$ cat src/rtl/hsv_core_issue_pkg.sv
// Shared types for the in-order issue gate: register index, FSM state and the
// pending-write saturation limit.
package hsv_core_issue_pkg;

    localparam int REG_COUNT_DEF = 32;
    localparam int REG_IDX_W     = $clog2(REG_COUNT_DEF);

    typedef logic [REG_IDX_W-1:0] reg_idx_t;

    typedef enum logic [1:0] {
        IDLE  = 2'd0,
        WAIT  = 2'd1,
        ISSUE = 2'd2
    } issue_state_t;

    // Largest count a PENDING_BITS-wide counter may hold.
    function automatic int pending_max(input int bits);
        return (1 << bits) - 1;
    endfunction

endpackage

$ cat src/rtl/hsv_core_issue_gate_if.sv
// Upstream instruction, downstream FIFO and commit signals of the issue gate.
// The gate uses the slave view; the producer/consumer side uses master.
interface hsv_core_issue_gate_if #(
    parameter int REG_COUNT     = 32,
    parameter int PAYLOAD_WIDTH = 64
);
    localparam int IDX_W = $clog2(REG_COUNT);

    logic                     valid_i;
    logic                     ready_o;
    logic [IDX_W-1:0]         rs1_i;
    logic [IDX_W-1:0]         rs2_i;
    logic [IDX_W-1:0]         rd_i;
    logic                     uses_rs1_i;
    logic                     uses_rs2_i;
    logic                     writes_rd_i;
    logic [PAYLOAD_WIDTH-1:0] payload_i;

    logic                     ready_i;
    logic                     valid_o;
    logic [PAYLOAD_WIDTH-1:0] payload_o;
    logic [IDX_W-1:0]         rd_o;
    logic                     writes_rd_o;

    logic                     commit_valid_i;
    logic [IDX_W-1:0]         commit_rd_i;

    modport master (
        output valid_i, rs1_i, rs2_i, rd_i, uses_rs1_i, uses_rs2_i, writes_rd_i,
               payload_i, ready_i, commit_valid_i, commit_rd_i,
        input  ready_o, valid_o, payload_o, rd_o, writes_rd_o
    );

    modport slave (
        input  valid_i, rs1_i, rs2_i, rd_i, uses_rs1_i, uses_rs2_i, writes_rd_i,
               payload_i, ready_i, commit_valid_i, commit_rd_i,
        output ready_o, valid_o, payload_o, rd_o, writes_rd_o
    );

endinterface

$ cat src/rtl/hsv_core_issue_scoreboard.sv
// Per-register pending-write counters with two hazard query ports; both see
// the write firing this cycle as already counted.
module hsv_core_issue_scoreboard
    import hsv_core_issue_pkg::*;
#(
    parameter  int REG_COUNT    = 32,
    parameter  int PENDING_BITS = 2,
    localparam int IDX_W        = $clog2(REG_COUNT)
) (
    input  logic             clk_core,
    input  logic             rst_core,
    input  logic             flush,
    input  logic             inc_valid,
    input  logic [IDX_W-1:0] inc_rd,
    input  logic             dec_valid,
    input  logic [IDX_W-1:0] dec_rd,
    input  logic             a_uses_rs1,
    input  logic [IDX_W-1:0] a_rs1,
    input  logic             a_uses_rs2,
    input  logic [IDX_W-1:0] a_rs2,
    input  logic             a_writes_rd,
    input  logic [IDX_W-1:0] a_rd,
    output logic             a_hazard,
    input  logic             b_uses_rs1,
    input  logic [IDX_W-1:0] b_rs1,
    input  logic             b_uses_rs2,
    input  logic [IDX_W-1:0] b_rs2,
    input  logic             b_writes_rd,
    input  logic [IDX_W-1:0] b_rd,
    output logic             b_hazard
);

    localparam logic [PENDING_BITS:0] CNT_SAT = (PENDING_BITS + 1)'(pending_max(PENDING_BITS));

    logic [PENDING_BITS-1:0] cnt_q [REG_COUNT];
    logic [REG_COUNT-1:0]    inc_vec;
    logic [REG_COUNT-1:0]    dec_vec;
    logic                    inc_hit;

    assign inc_hit = inc_valid && (inc_rd != '0);

    function automatic logic [PENDING_BITS:0] eff_cnt(input logic [PENDING_BITS-1:0] c,
                                                      input logic hit);
        return {1'b0, c} + {{PENDING_BITS{1'b0}}, hit};
    endfunction

    function automatic logic hazard_f(
        input logic u1, input logic [IDX_W-1:0] r1, input logic [PENDING_BITS:0] c1,
        input logic u2, input logic [IDX_W-1:0] r2, input logic [PENDING_BITS:0] c2,
        input logic wr, input logic [IDX_W-1:0] rd, input logic [PENDING_BITS:0] crd);
        return (u1 && (r1 != '0) && (c1 != '0)) ||
               (u2 && (r2 != '0) && (c2 != '0)) ||
               (wr && (rd != '0) && (crd >= CNT_SAT));
    endfunction

    always_comb begin
        a_hazard = hazard_f(
            a_uses_rs1, a_rs1, eff_cnt(cnt_q[a_rs1], inc_hit && (inc_rd == a_rs1)),
            a_uses_rs2, a_rs2, eff_cnt(cnt_q[a_rs2], inc_hit && (inc_rd == a_rs2)),
            a_writes_rd, a_rd, eff_cnt(cnt_q[a_rd], inc_hit && (inc_rd == a_rd)));
        b_hazard = hazard_f(
            b_uses_rs1, b_rs1, eff_cnt(cnt_q[b_rs1], inc_hit && (inc_rd == b_rs1)),
            b_uses_rs2, b_rs2, eff_cnt(cnt_q[b_rs2], inc_hit && (inc_rd == b_rs2)),
            b_writes_rd, b_rd, eff_cnt(cnt_q[b_rd], inc_hit && (inc_rd == b_rd)));
    end

    // x0 is never counted; a retire against an empty counter is dropped.
    always_comb begin
        inc_vec = '0;
        dec_vec = '0;
        for (int i = 1; i < REG_COUNT; i++) begin
            inc_vec[i] = inc_hit && (inc_rd == IDX_W'(i));
            dec_vec[i] = dec_valid && (dec_rd == IDX_W'(i)) && (cnt_q[i] != '0);
        end
    end

    always_ff @(posedge clk_core) begin
        if (rst_core || flush) begin
            for (int i = 0; i < REG_COUNT; i++) cnt_q[i] <= '0;
        end else begin
            for (int i = 1; i < REG_COUNT; i++) begin
                if (inc_vec[i] && !dec_vec[i])
                    cnt_q[i] <= cnt_q[i] + PENDING_BITS'(1);
                else if (dec_vec[i] && !inc_vec[i])
                    cnt_q[i] <= cnt_q[i] - PENDING_BITS'(1);
            end
        end
    end

endmodule

$ cat src/rtl/hsv_core_issue_gate.sv
// In-order issue gate: one-entry hold register and IDLE/WAIT/ISSUE FSM that
// releases an instruction only when the scoreboard reports no hazard.
module hsv_core_issue_gate
    import hsv_core_issue_pkg::*;
#(
    parameter int REG_COUNT     = 32,
    parameter int PENDING_BITS  = 2,
    parameter int PAYLOAD_WIDTH = 64
) (
    input  logic                  clk_core,
    input  logic                  rst_core,
    input  logic                  flush,
    hsv_core_issue_gate_if.slave  bus
);

    localparam int IDX_W = $clog2(REG_COUNT);

    issue_state_t             state_q;
    issue_state_t             state_d;
    logic                     ready;
    logic                     accept;
    logic                     fire_wr;
    logic                     haz_in;
    logic                     haz_held;
    logic                     vld_p1;

    logic [PAYLOAD_WIDTH-1:0] payload_p1;
    logic [IDX_W-1:0]         rs1_p1;
    logic [IDX_W-1:0]         rs2_p1;
    logic [IDX_W-1:0]         rd_p1;
    logic                     uses_rs1_p1;
    logic                     uses_rs2_p1;
    logic                     writes_rd_p1;

    assign vld_p1  = (state_q == ISSUE);
    assign accept  = bus.valid_i && ready;
    assign fire_wr = vld_p1 && bus.ready_i && writes_rd_p1 && (rd_p1 != '0);

    hsv_core_issue_scoreboard #(
        .REG_COUNT    (REG_COUNT),
        .PENDING_BITS (PENDING_BITS)
    ) u_sb (
        .clk_core    (clk_core),
        .rst_core    (rst_core),
        .flush       (flush),
        .inc_valid   (fire_wr),
        .inc_rd      (rd_p1),
        .dec_valid   (bus.commit_valid_i),
        .dec_rd      (bus.commit_rd_i),
        .a_uses_rs1  (bus.uses_rs1_i),
        .a_rs1       (bus.rs1_i),
        .a_uses_rs2  (bus.uses_rs2_i),
        .a_rs2       (bus.rs2_i),
        .a_writes_rd (bus.writes_rd_i),
        .a_rd        (bus.rd_i),
        .a_hazard    (haz_in),
        .b_uses_rs1  (uses_rs1_p1),
        .b_rs1       (rs1_p1),
        .b_uses_rs2  (uses_rs2_p1),
        .b_rs2       (rs2_p1),
        .b_writes_rd (writes_rd_p1),
        .b_rd        (rd_p1),
        .b_hazard    (haz_held)
    );

    always_comb begin
        state_d = state_q;
        ready   = 1'b0;
        unique case (state_q)
            IDLE: begin
                ready = 1'b1;
                if (bus.valid_i) state_d = haz_in ? WAIT : ISSUE;
            end
            WAIT: begin
                if (!haz_held) state_d = ISSUE;
            end
            ISSUE: begin
                if (bus.ready_i) begin
                    ready   = 1'b1;
                    state_d = bus.valid_i ? (haz_in ? WAIT : ISSUE) : IDLE;
                end
            end
            default: state_d = IDLE;
        endcase
        if (flush) state_d = IDLE;
    end

    always_ff @(posedge clk_core) begin
        if (rst_core) state_q <= IDLE;
        else          state_q <= state_d;
    end

    // Stage p1: hold register, cleared so flushed outputs match reset values.
    always_ff @(posedge clk_core) begin
        if (rst_core || flush) begin
            payload_p1   <= '0;
            rs1_p1       <= '0;
            rs2_p1       <= '0;
            rd_p1        <= '0;
            uses_rs1_p1  <= 1'b0;
            uses_rs2_p1  <= 1'b0;
            writes_rd_p1 <= 1'b0;
        end else if (accept) begin
            payload_p1   <= bus.payload_i;
            rs1_p1       <= bus.rs1_i;
            rs2_p1       <= bus.rs2_i;
            rd_p1        <= bus.rd_i;
            uses_rs1_p1  <= bus.uses_rs1_i;
            uses_rs2_p1  <= bus.uses_rs2_i;
            writes_rd_p1 <= bus.writes_rd_i;
        end
    end

    assign bus.ready_o     = ready;
    assign bus.valid_o     = vld_p1;
    assign bus.payload_o   = payload_p1;
    assign bus.rd_o        = rd_p1;
    assign bus.writes_rd_o = writes_rd_p1;

endmodule

$ cat src/flat_wrapper.sv
// flat-port wrapper written by rule: the top's interface ports become plain ports
module hsv_core_issue_gate_flat import hsv_core_issue_pkg::*;
#(
    parameter int REG_COUNT     = 32,
    parameter int PENDING_BITS  = 2,
    parameter int PAYLOAD_WIDTH = 64
)
  (clk_core, rst_core, flush, bus_valid_i, bus_rs1_i, bus_rs2_i, bus_rd_i, bus_uses_rs1_i, bus_uses_rs2_i, bus_writes_rd_i, bus_payload_i, bus_ready_i, bus_commit_valid_i, bus_commit_rd_i, bus_ready_o, bus_valid_o, bus_payload_o, bus_rd_o, bus_writes_rd_o);
  hsv_core_issue_gate_if #(.REG_COUNT(REG_COUNT), .PAYLOAD_WIDTH(PAYLOAD_WIDTH)) bus_i ();
  input  logic clk_core;
  input  logic rst_core;
  input  logic flush;
  input wire logic [$bits(bus_i.valid_i)-1:0] bus_valid_i;
  input wire logic [$bits(bus_i.rs1_i)-1:0] bus_rs1_i;
  input wire logic [$bits(bus_i.rs2_i)-1:0] bus_rs2_i;
  input wire logic [$bits(bus_i.rd_i)-1:0] bus_rd_i;
  input wire logic [$bits(bus_i.uses_rs1_i)-1:0] bus_uses_rs1_i;
  input wire logic [$bits(bus_i.uses_rs2_i)-1:0] bus_uses_rs2_i;
  input wire logic [$bits(bus_i.writes_rd_i)-1:0] bus_writes_rd_i;
  input wire logic [$bits(bus_i.payload_i)-1:0] bus_payload_i;
  input wire logic [$bits(bus_i.ready_i)-1:0] bus_ready_i;
  input wire logic [$bits(bus_i.commit_valid_i)-1:0] bus_commit_valid_i;
  input wire logic [$bits(bus_i.commit_rd_i)-1:0] bus_commit_rd_i;
  output wire logic [$bits(bus_i.ready_o)-1:0] bus_ready_o;
  output wire logic [$bits(bus_i.valid_o)-1:0] bus_valid_o;
  output wire logic [$bits(bus_i.payload_o)-1:0] bus_payload_o;
  output wire logic [$bits(bus_i.rd_o)-1:0] bus_rd_o;
  output wire logic [$bits(bus_i.writes_rd_o)-1:0] bus_writes_rd_o;
  assign bus_i.valid_i = bus_valid_i;
  assign bus_i.rs1_i = bus_rs1_i;
  assign bus_i.rs2_i = bus_rs2_i;
  assign bus_i.rd_i = bus_rd_i;
  assign bus_i.uses_rs1_i = bus_uses_rs1_i;
  assign bus_i.uses_rs2_i = bus_uses_rs2_i;
  assign bus_i.writes_rd_i = bus_writes_rd_i;
  assign bus_i.payload_i = bus_payload_i;
  assign bus_i.ready_i = bus_ready_i;
  assign bus_i.commit_valid_i = bus_commit_valid_i;
  assign bus_i.commit_rd_i = bus_commit_rd_i;
  assign bus_ready_o = bus_i.ready_o;
  assign bus_valid_o = bus_i.valid_o;
  assign bus_payload_o = bus_i.payload_o;
  assign bus_rd_o = bus_i.rd_o;
  assign bus_writes_rd_o = bus_i.writes_rd_o;
  hsv_core_issue_gate #(.REG_COUNT(REG_COUNT), .PENDING_BITS(PENDING_BITS), .PAYLOAD_WIDTH(PAYLOAD_WIDTH)) u_core (.clk_core(clk_core), .rst_core(rst_core), .flush(flush), .bus(bus_i));
endmodule
$ cat config.mk
export PLATFORM = sky130hd
export DESIGN_NAME = hsv_core_issue_gate_flat
export DESIGN_NICKNAME = d
export VERILOG_FILES = /design/src/rtl/hsv_core_issue_pkg.sv /design/src/rtl/hsv_core_issue_gate_if.sv /design/src/rtl/hsv_core_issue_scoreboard.sv /design/src/rtl/hsv_core_issue_gate.sv /design/src/flat_wrapper.sv
export SDC_FILE = /design/constraint.sdc
export NUM_CORES = 1
export LEC_CHECK = 0
export BUFFER_PORTS_ARGS = -buffer_cell sky130_fd_sc_hd__clkbuf_2
export CORE_UTILIZATION = 53
export DETAILED_ROUTE_END_ITERATION = 12
export PLACE_DENSITY_LB_ADDON = 0.3
export SYNTH_ARGS = -nofsm -noshare
export SYNTH_HDL_FRONTEND = slang
export SYNTH_SLANG_ARGS = --single-unit
$ cat constraint.sdc
create_clock -name clk_core -period 2.95 [get_ports clk_core]
set_input_delay 0.4425 -clock clk_core [delete_from_list [all_inputs] [get_ports clk_core]]
set_output_delay 0.4425 -clock clk_core [all_outputs]
set_load 0.01 [all_outputs]
==> flow_summary_export.csv, run 1 <==
group,metric,value,unit
outcome,outcome,"finished, violations left",
outcome,violations,"DRC, setup timing",
cells_and_area,final_util,68.6,%
cells_and_area,syn2layout_area_growth,27.1,%
setup_path,r2r_cells,9,
die,coreArea,21000,sq um
place,hpwl,28100,um
synth,ys_async_sr_fraction,0,%
die,die_y,148,um
hold_path,whs_endpoint,"u_core.bus.payload_o[36]$_SDFFE_PN0P_",
synth,yosysSeqAreaShare,34.0,%
synth,synth_cell_type_count,67,
clock_network,cts_buffers,17,
setup_path,critPathCaptureType,"register",
clock_network,cts_tree,"done",
cells_and_area,final_layout_size_suffix_gt1_share,38.7,%
clock_network,root_buffer,"clkbuf_16",
sta,fmax,307,MHz
synth,synth.avg_cell_area,9.67,sq um
sta,timing_hold_violations_final,0,
sta,fin_ws,-0.309,ns
drt,drt_wl_total,38500,um
sta,worstMarginPinSlew,0.698,ns
setup_path,worst-endpoint-arrival,3.63,ns
synth,synth-seq-cells,161,
sta,rsz0062_at_grt,"yes",
die,initial_utilization,54.0,%
place,place_congestion,0.999,
global_routing,overflow,0,
setup_path,slowest_delay,0.57,ns
pwr,intPower,4190,uW
drt,vias,11100,
setup_path,crit_buf_inv,0,
global_routing,grt_usage,35.4,%
synth,syn_inst,1169,
pwr,p_comb_share,20.2,%
global_routing,grt_pass1_vias,10600,
setup_path,crit_family,"multiplexers",
cells_and_area,n_antenna_cell,0,
setup_path,r2r_start,"u_core.u_sb.cnt_q[14][0]$_SDFFCE_PN0P_",
synth,ys_warn_count,0,
setup_path,r2r_slack,-0.31,ns
place,port_buffers,164,
setup_path,crit_fanout,5,
synth,synth_top_area_share,17.5,%
pwr,finalPower,6110,uW
hold_path,holdPathStages,3,
sta,skew,0.0107,ns
setup_path,critical_path.cell_chain,"mux4_1, mux4_2, mux2_4, ha_2, ha_1, o31ai_2, o221ai_2, or3_1, a21oi_1",
setup_path,crit_slowest_cell,"edfxtp_1",
sta,whs,0.210,ns
synth,yosys-top-cells-area,"dfxtp_1 (18%), mux4_2 (17%), edfxtp_1 (16%)",
drt,ant_nets,0,
setup_path,crit_cells,9,
synth,synth.most_common_cell,"nand2_1",
synth,synth_area,11300,sq um
drt,post_drt_wl_per_cell,22.1,um
setup_path,r2r_end,"u_core.state_q[1]$_SDFFE_PN0P_",
sta,period_minus_slack,3.26,ns
sta,setup_viol,2,
sta,period_share,110,%
hold_path,min_from,"bus_payload_i[36]",
clock_network,clock_latency,0.44,ns
drt,vias_per_cell,6.37,
hold_path,hp-class,"input pin to register",
clock_network,cts_sinks,161,
global_routing,grt_pass1_wl,58500,um
die,dieWidth,148,um
sta,relSlewSlack,53.1,%
die,fp-row-count,53,
pwr,ir_worst_vdd,331,uV
pwr,p_per_area,425,nW/um^2
setup_path,path_class,"register to register",
pwr,seq_power_share,42.2,%
pwr,switchingPower,1910,uW
clock_network,clk_pin_slew_worst_paths,0.08,ns
place,place_inst,1701,
pwr,p_leak,0.00585,uW
setup_path,cp-start-kind,"register",
clock_network,htreeDepth,4,
global_routing,antenna_found_initial,0,
sta,tns,-0.533,ns
synth,synth_ff_type,"dfxtp_1",
cells_and_area,nFillCells,1622,
drt,drt_iter0_drc,1336,
synth,synth_edf_count,62,
drt,drc,2,
flow_run,cap_violations,0,
pwr,pwr-share-clk,37.6,%
synth,yosysTopAreaCell,"dfxtp_1",
cells_and_area,layout.cells.non_filler,1741,
setup_path,required,3.32,ns
clock_network,cts.hold.buffers_added,0,
global_routing,grt_max_degree,52,
die,die_area,21900,sq um
cells_and_area,num-nets-final,1559,
synth,synth_common_cells,"nand2_1 (225), a21oi_1 (107), dfxtp_1 (99)",
synth,syn_nets,1275,
pwr,p_sw_share,31.4,%
drt,dr.pass1.iters,10,
sta,drv_slew,0,
die,ioPinCount,165,
clock_network,cts_buffer_depth,2,
## through the flow
stage               area, sq um  setup WS [ns]
floorplan                 11300         -0.108
global placement          13600         -0.457
detailed placement        13600         -0.452
CTS                       14300         -0.262
global route              14400         -0.348
finish                    14400         -0.309
## area by class of cell
| type | count | area, sq um | share of cell area [%] |
|---|---|---|---|
| Multi-Input combinational cell | 889 | 7080 | 49.3 |
| Sequential cell | 161 | 3850 | 26.8 |
| Timing Repair Buffer | 372 | 2440 | 17.0 |
| Clock buffer | 17 | 425 | 2.96 |
| Tap cell | 275 | 344 | 2.39 |
| Clock inverter | 15 | 181 | 1.26 |
| Inverter | 12 | 45.0 | 0.313 |
## power groups by stage
stage               registers [uW]  clock network [uW]  logic (uW)
finish                        2580                2300        1230
global placement              2610                   0        1140
global route                  2580                2390        1310
detailed placement            2610                   0        1160
CTS                           2560                2300        1200
floorplan                     2560                   0         669
## cell usage in the layout (no fill, tap or decap), types with 17 or more instances in the layout
cell type	n
clkbuf_2	164
mux2_2	34
dfxtp_1	96
mux2i_1	18
buf_4	199
o21ai_0	30
nand2_1	225
a21oi_1	103
nor2_1	75
nand3_1	35
edfxtp_1	62
xor2_1	25
nor2b_1	18
mux4_2	89
clkbuf_16	17
xnor2_1	25
nor3_1	21
## sequential cells by signal (all words and copies together) (netlist names), named ones only
signal,count
u_core.bus.rd_o,5
u_core.state_q,2
u_core.rs1_p1,5
u_core.rs2_p1,5
u_core.bus.writes_rd_o,1
u_core.bus.payload_o,64
u_core.u_sb.cnt_q,62
u_core.uses_rs2_p1,1
u_core.uses_rs1_p1,1
## metal layers
| layer | part of all wire (%) | GRT usage, % |
|---|---|---|
| met5 | 0 | 0 |
| met4 | 5.2 | 17.5 |
| met3 | 12 | 10.2 |
| met2 | 46 | 55.8 |
| met1 | 36 | 44.5 |
## timing repair
action                                  4_1_cts  5_1_grt
hold endpoints to repair                      0        0
endpoints found under the setup margin        2        2
gates resized for setup                      29        7
setup buffers                                 8        0
pin swaps                                     5        0
## worst min-delay path, delay by kind of cell
family                 cells  cell delay [ns]
AOI/OAI and AO/OA          1             0.05
buffers and inverters      1             0.08
and+or+nand+nor            1             0.04
## kinds of logic (layout without fill, tap and decap cells)
group	count (synthesis)	count (layout)	share of synthesized area, %
flip-flops	161	161	34.0
AND/OR/NAND/NOR	449	449	18.2
multiplexers	154	154	25.4
AO/OA/AOI/OAI	223	223	12.3
adder cells (fa/ha/maj)	13	13	1.44
buffers and inverters	119	416	4.76
XOR/XNOR	50	50	3.87
## worst max path at each step
stage                                     end                                   start
4_1_cts        u_core.state_q[1]$_SDFFE_PN0P_  u_core.u_sb.cnt_q[27][0]$_SDFFCE_PN0P_
3_5_place_dp   u_core.state_q[1]$_SDFFE_PN0P_                                register
6_report       u_core.state_q[1]$_SDFFE_PN0P_  u_core.u_sb.cnt_q[14][0]$_SDFFCE_PN0P_
2_1_floorplan  u_core.state_q[1]$_SDFFE_PN0P_                                register
3_3_place_gp   u_core.state_q[1]$_SDFFE_PN0P_                                register
5_1_grt        u_core.state_q[1]$_SDFFE_PN0P_  u_core.u_sb.cnt_q[29][0]$_SDFFCE_PN0P_
Note: power is estimated with default switching activity, not from simulation.
==> inputs of run 2 (changes only) <==
- PLACE_DENSITY: not set -> 0.78
- PLACE_DENSITY_LB_ADDON: 0.3 -> not set
- RECOVER_POWER: not set -> 50
- SKIP_LAST_GASP: not set -> 1
==> run 2 against run 1 <==
Net effect:
- the flow finishes with violations (setup timing)
- sequential power about the same
- die area unchanged
- final area about the same
- sequential share of layout area about the same
- wire length increased by 4.9%
==> flow_summary_export.csv, run 2 (synthesized netlist as in run 1, its figures left out) <==
group,metric,value,unit
drt,post_drt_wl_per_cell,23.0,um
pwr,intPower,4210,uW
setup_path,critPathCaptureType,"register",
setup_path,r2r_end,"u_core.state_q[1]$_SDFFE_PN0P_",
pwr,ir_worst_vdd,417,uV
die,ioPinCount,165,
global_routing,grt_pass1_vias,10800,
global_routing,grt_usage,36.7,%
drt,drc,0,
place,hpwl,28300,um
hold_path,hp-class,"input pin to register",
drt,ant_nets,0,
setup_path,cp-start-kind,"register",
die,die_area,21900,sq um
setup_path,path_class,"register to register",
flow_run,cap_violations,0,
place,port_buffers,164,
cells_and_area,layout_commonest_cell,"nand2_1",
sta,setup_viol,6,
pwr,seq_power_share,41.3,%
setup_path,worst-endpoint-arrival,3.76,ns
clock_network,root_buffer,"clkbuf_16",
drt,dr.pass1.iters,9,
clock_network,cts_buffer_depth,2,
setup_path,cp-endpoint,"u_core.state_q[1]$_SDFFE_PN0P_",
sta,fmax,296,MHz
sta,rsz0062_at_grt,"yes",
setup_path,r2r_start,"u_core.u_sb.cnt_q[20][0]$_SDFFCE_PN0P_",
sta,fin_ws,-0.423,ns
clock_network,cts_buffers,17,
setup_path,crit_start,"u_core.u_sb.cnt_q[20][0]$_SDFFCE_PN0P_",
die,fp-row-count,53,
sta,whs,0.200,ns
sta,skew,0.00655,ns
clock_network,cts_tree,"done",
sta,worstMarginPinSlew,1.42,ns
cells_and_area,mostFrequentLayoutCells,"nand2_1 (225), buf_4 (194), a21oi_1 (104)",
clock_network,htreeDepth,4,
die,dieWidth,148,um
setup_path,r2r_slack,-0.42,ns
setup_path,crit_fanout,6,
sta,drv_slew,0,
cells_and_area,largest_reg_flops,64,
drt,drt_iter0_drc,1502,
pwr,p_leak,0.00569,uW
clock_network,cts_sinks,161,
sta,timing_hold_violations_final,0,
global_routing,grt_pass1_wl,60500,um
pwr,pwr-share-clk,38.3,%
place,place_congestion,1.02,
cells_and_area,num-nets-final,1569,
pwr,p_sw_share,32.2,%
global_routing,overflow,0,
outcome,violations,"setup timing",
pwr,p_per_area,433,nW/um^2
die,initial_utilization,54.0,%
drt,vias_per_cell,6.59,
setup_path,required,3.33,ns
sta,period_share,114,%
pwr,switchingPower,2000,uW
die,coreArea,21000,sq um
clock_network,clk_pin_slew_worst_paths,0.08,ns
sta,relSlewSlack,5.09,%
outcome,outcome,"finished, violations left",
cells_and_area,fin_area,14400,sq um
pwr,p_comb_share,20.4,%
sta,period_minus_slack,3.37,ns
clock_network,cts.hold.buffers_added,0,
place,placed_area,13600,sq um
die,die_y,148,um
cells_and_area,n_antenna_cell,0,
cells_and_area,final_layout_size_suffix_gt1_share,33.7,%
global_routing,grt_max_degree,83,
setup_path,r2r_cells,9,
cells_and_area,syn2layout_area_growth,27.1,%
clock_network,clock_latency,0.45,ns
drt,drt_wl_total,40300,um
global_routing,antenna_found_initial,0,
drt,vias,11500,
[run 2: cell types whose count changed in the layout (fill, tap and decap cells not counted), sizes merged]
cell,before,now
buf,208,209
inv,21,23
clkbuf,181,190
clkinv,6,4
[run 2: repair_timing]
item / CTS / global route
pin swaps: 12 / 2
endpoints found under the setup margin: 2 / 2
gates resized for setup: 29 / 0
buffers inserted: 17 / 3
[run 2: layout make-up]
cell class              instances  area [sq um]
multi-input cells             889          7030
clock buffers                  17           425
well taps                     275           344
fillers                      1569          6590
clock inverters                15           199
repair buffers                382          2470
inverters                      12          45.0
flip-flops and latches        161          3850
[run 2: how the worst min path moves through the flow]
| stage | cells past startpoint | slack (ns) | to | start |
|---|---|---|---|---|
| final | 3 | 0.20 | u_core.bus.payload_o[12]$_SDFFE_PN0P_ | bus_payload_i[12] |
| after global placement | 2 | 0.44 | u_core.bus.payload_o[55]$_SDFFE_PN0P_ | u_core.bus.payload_o[55]$_SDFFE_PN0P_ |
| after floorplan | 2 | 0.44 | u_core.uses_rs2_p1$_SDFFE_PN0P_ | u_core.uses_rs2_p1$_SDFFE_PN0P_ |
| after CTS | 3 | 0.20 | u_core.bus.payload_o[19]$_SDFFE_PN0P_ | bus_payload_i[19] |
| after detailed placement | 2 | 0.45 | u_core.bus.payload_o[34]$_SDFFE_PN0P_ | u_core.bus.payload_o[34]$_SDFFE_PN0P_ |
| after global routing | 3 | 0.21 | u_core.bus.payload_o[13]$_SDFFE_PN0P_ | bus_payload_i[13] |
[run 2: per-stage QoR]
stage	total power (uW)	setup WS [ns]	TNS (ns)	utilization, %	std cells
after global routing	6350	-0.419	-1.27	68.6	1751
final	6220	-0.423	-0.808	68.6	1751
after floorplan	3230	-0.108	-0.108	-	1169
after CTS	6150	-0.310	-0.482	69.0	1748
after detailed placement	3780	-0.485	-0.817	64.9	1699
after global placement	3750	-0.441	-0.661	64.9	1699
[run 2: metal layers]
metal / GRT usage (%) / share of wire, %
met3: 11.7 / 13
met4: 20.4 / 6.1
met1: 45.2 / 35
met5: 0 / 0
met2: 57.3 / 46
[run 2: worst max-delay path, stage by stage (launching register included)]
cell and delay [ns]:
edfxtp_1 0.56, mux4_1 0.61, mux4_2 0.48, mux2_4 0.28
ha_2 0.19, ha_4 0.22, o31ai_4 0.27, o221ai_2 0.16
or3_1 0.38, a21oi_1 0.15
[run 2: power by group through the flow]
| stage | sequential (uW) | clock [uW] | combinational, uW |
|---|---|---|---|
| 2_1_floorplan | 2560 | 0 | 669 |
| 3_3_place_gp | 2600 | 0 | 1140 |
| 3_5_place_dp | 2610 | 0 | 1170 |
| 4_1_cts | 2550 | 2370 | 1240 |
| 5_1_grt | 2560 | 2440 | 1340 |
| 6_report | 2570 | 2380 | 1270 |
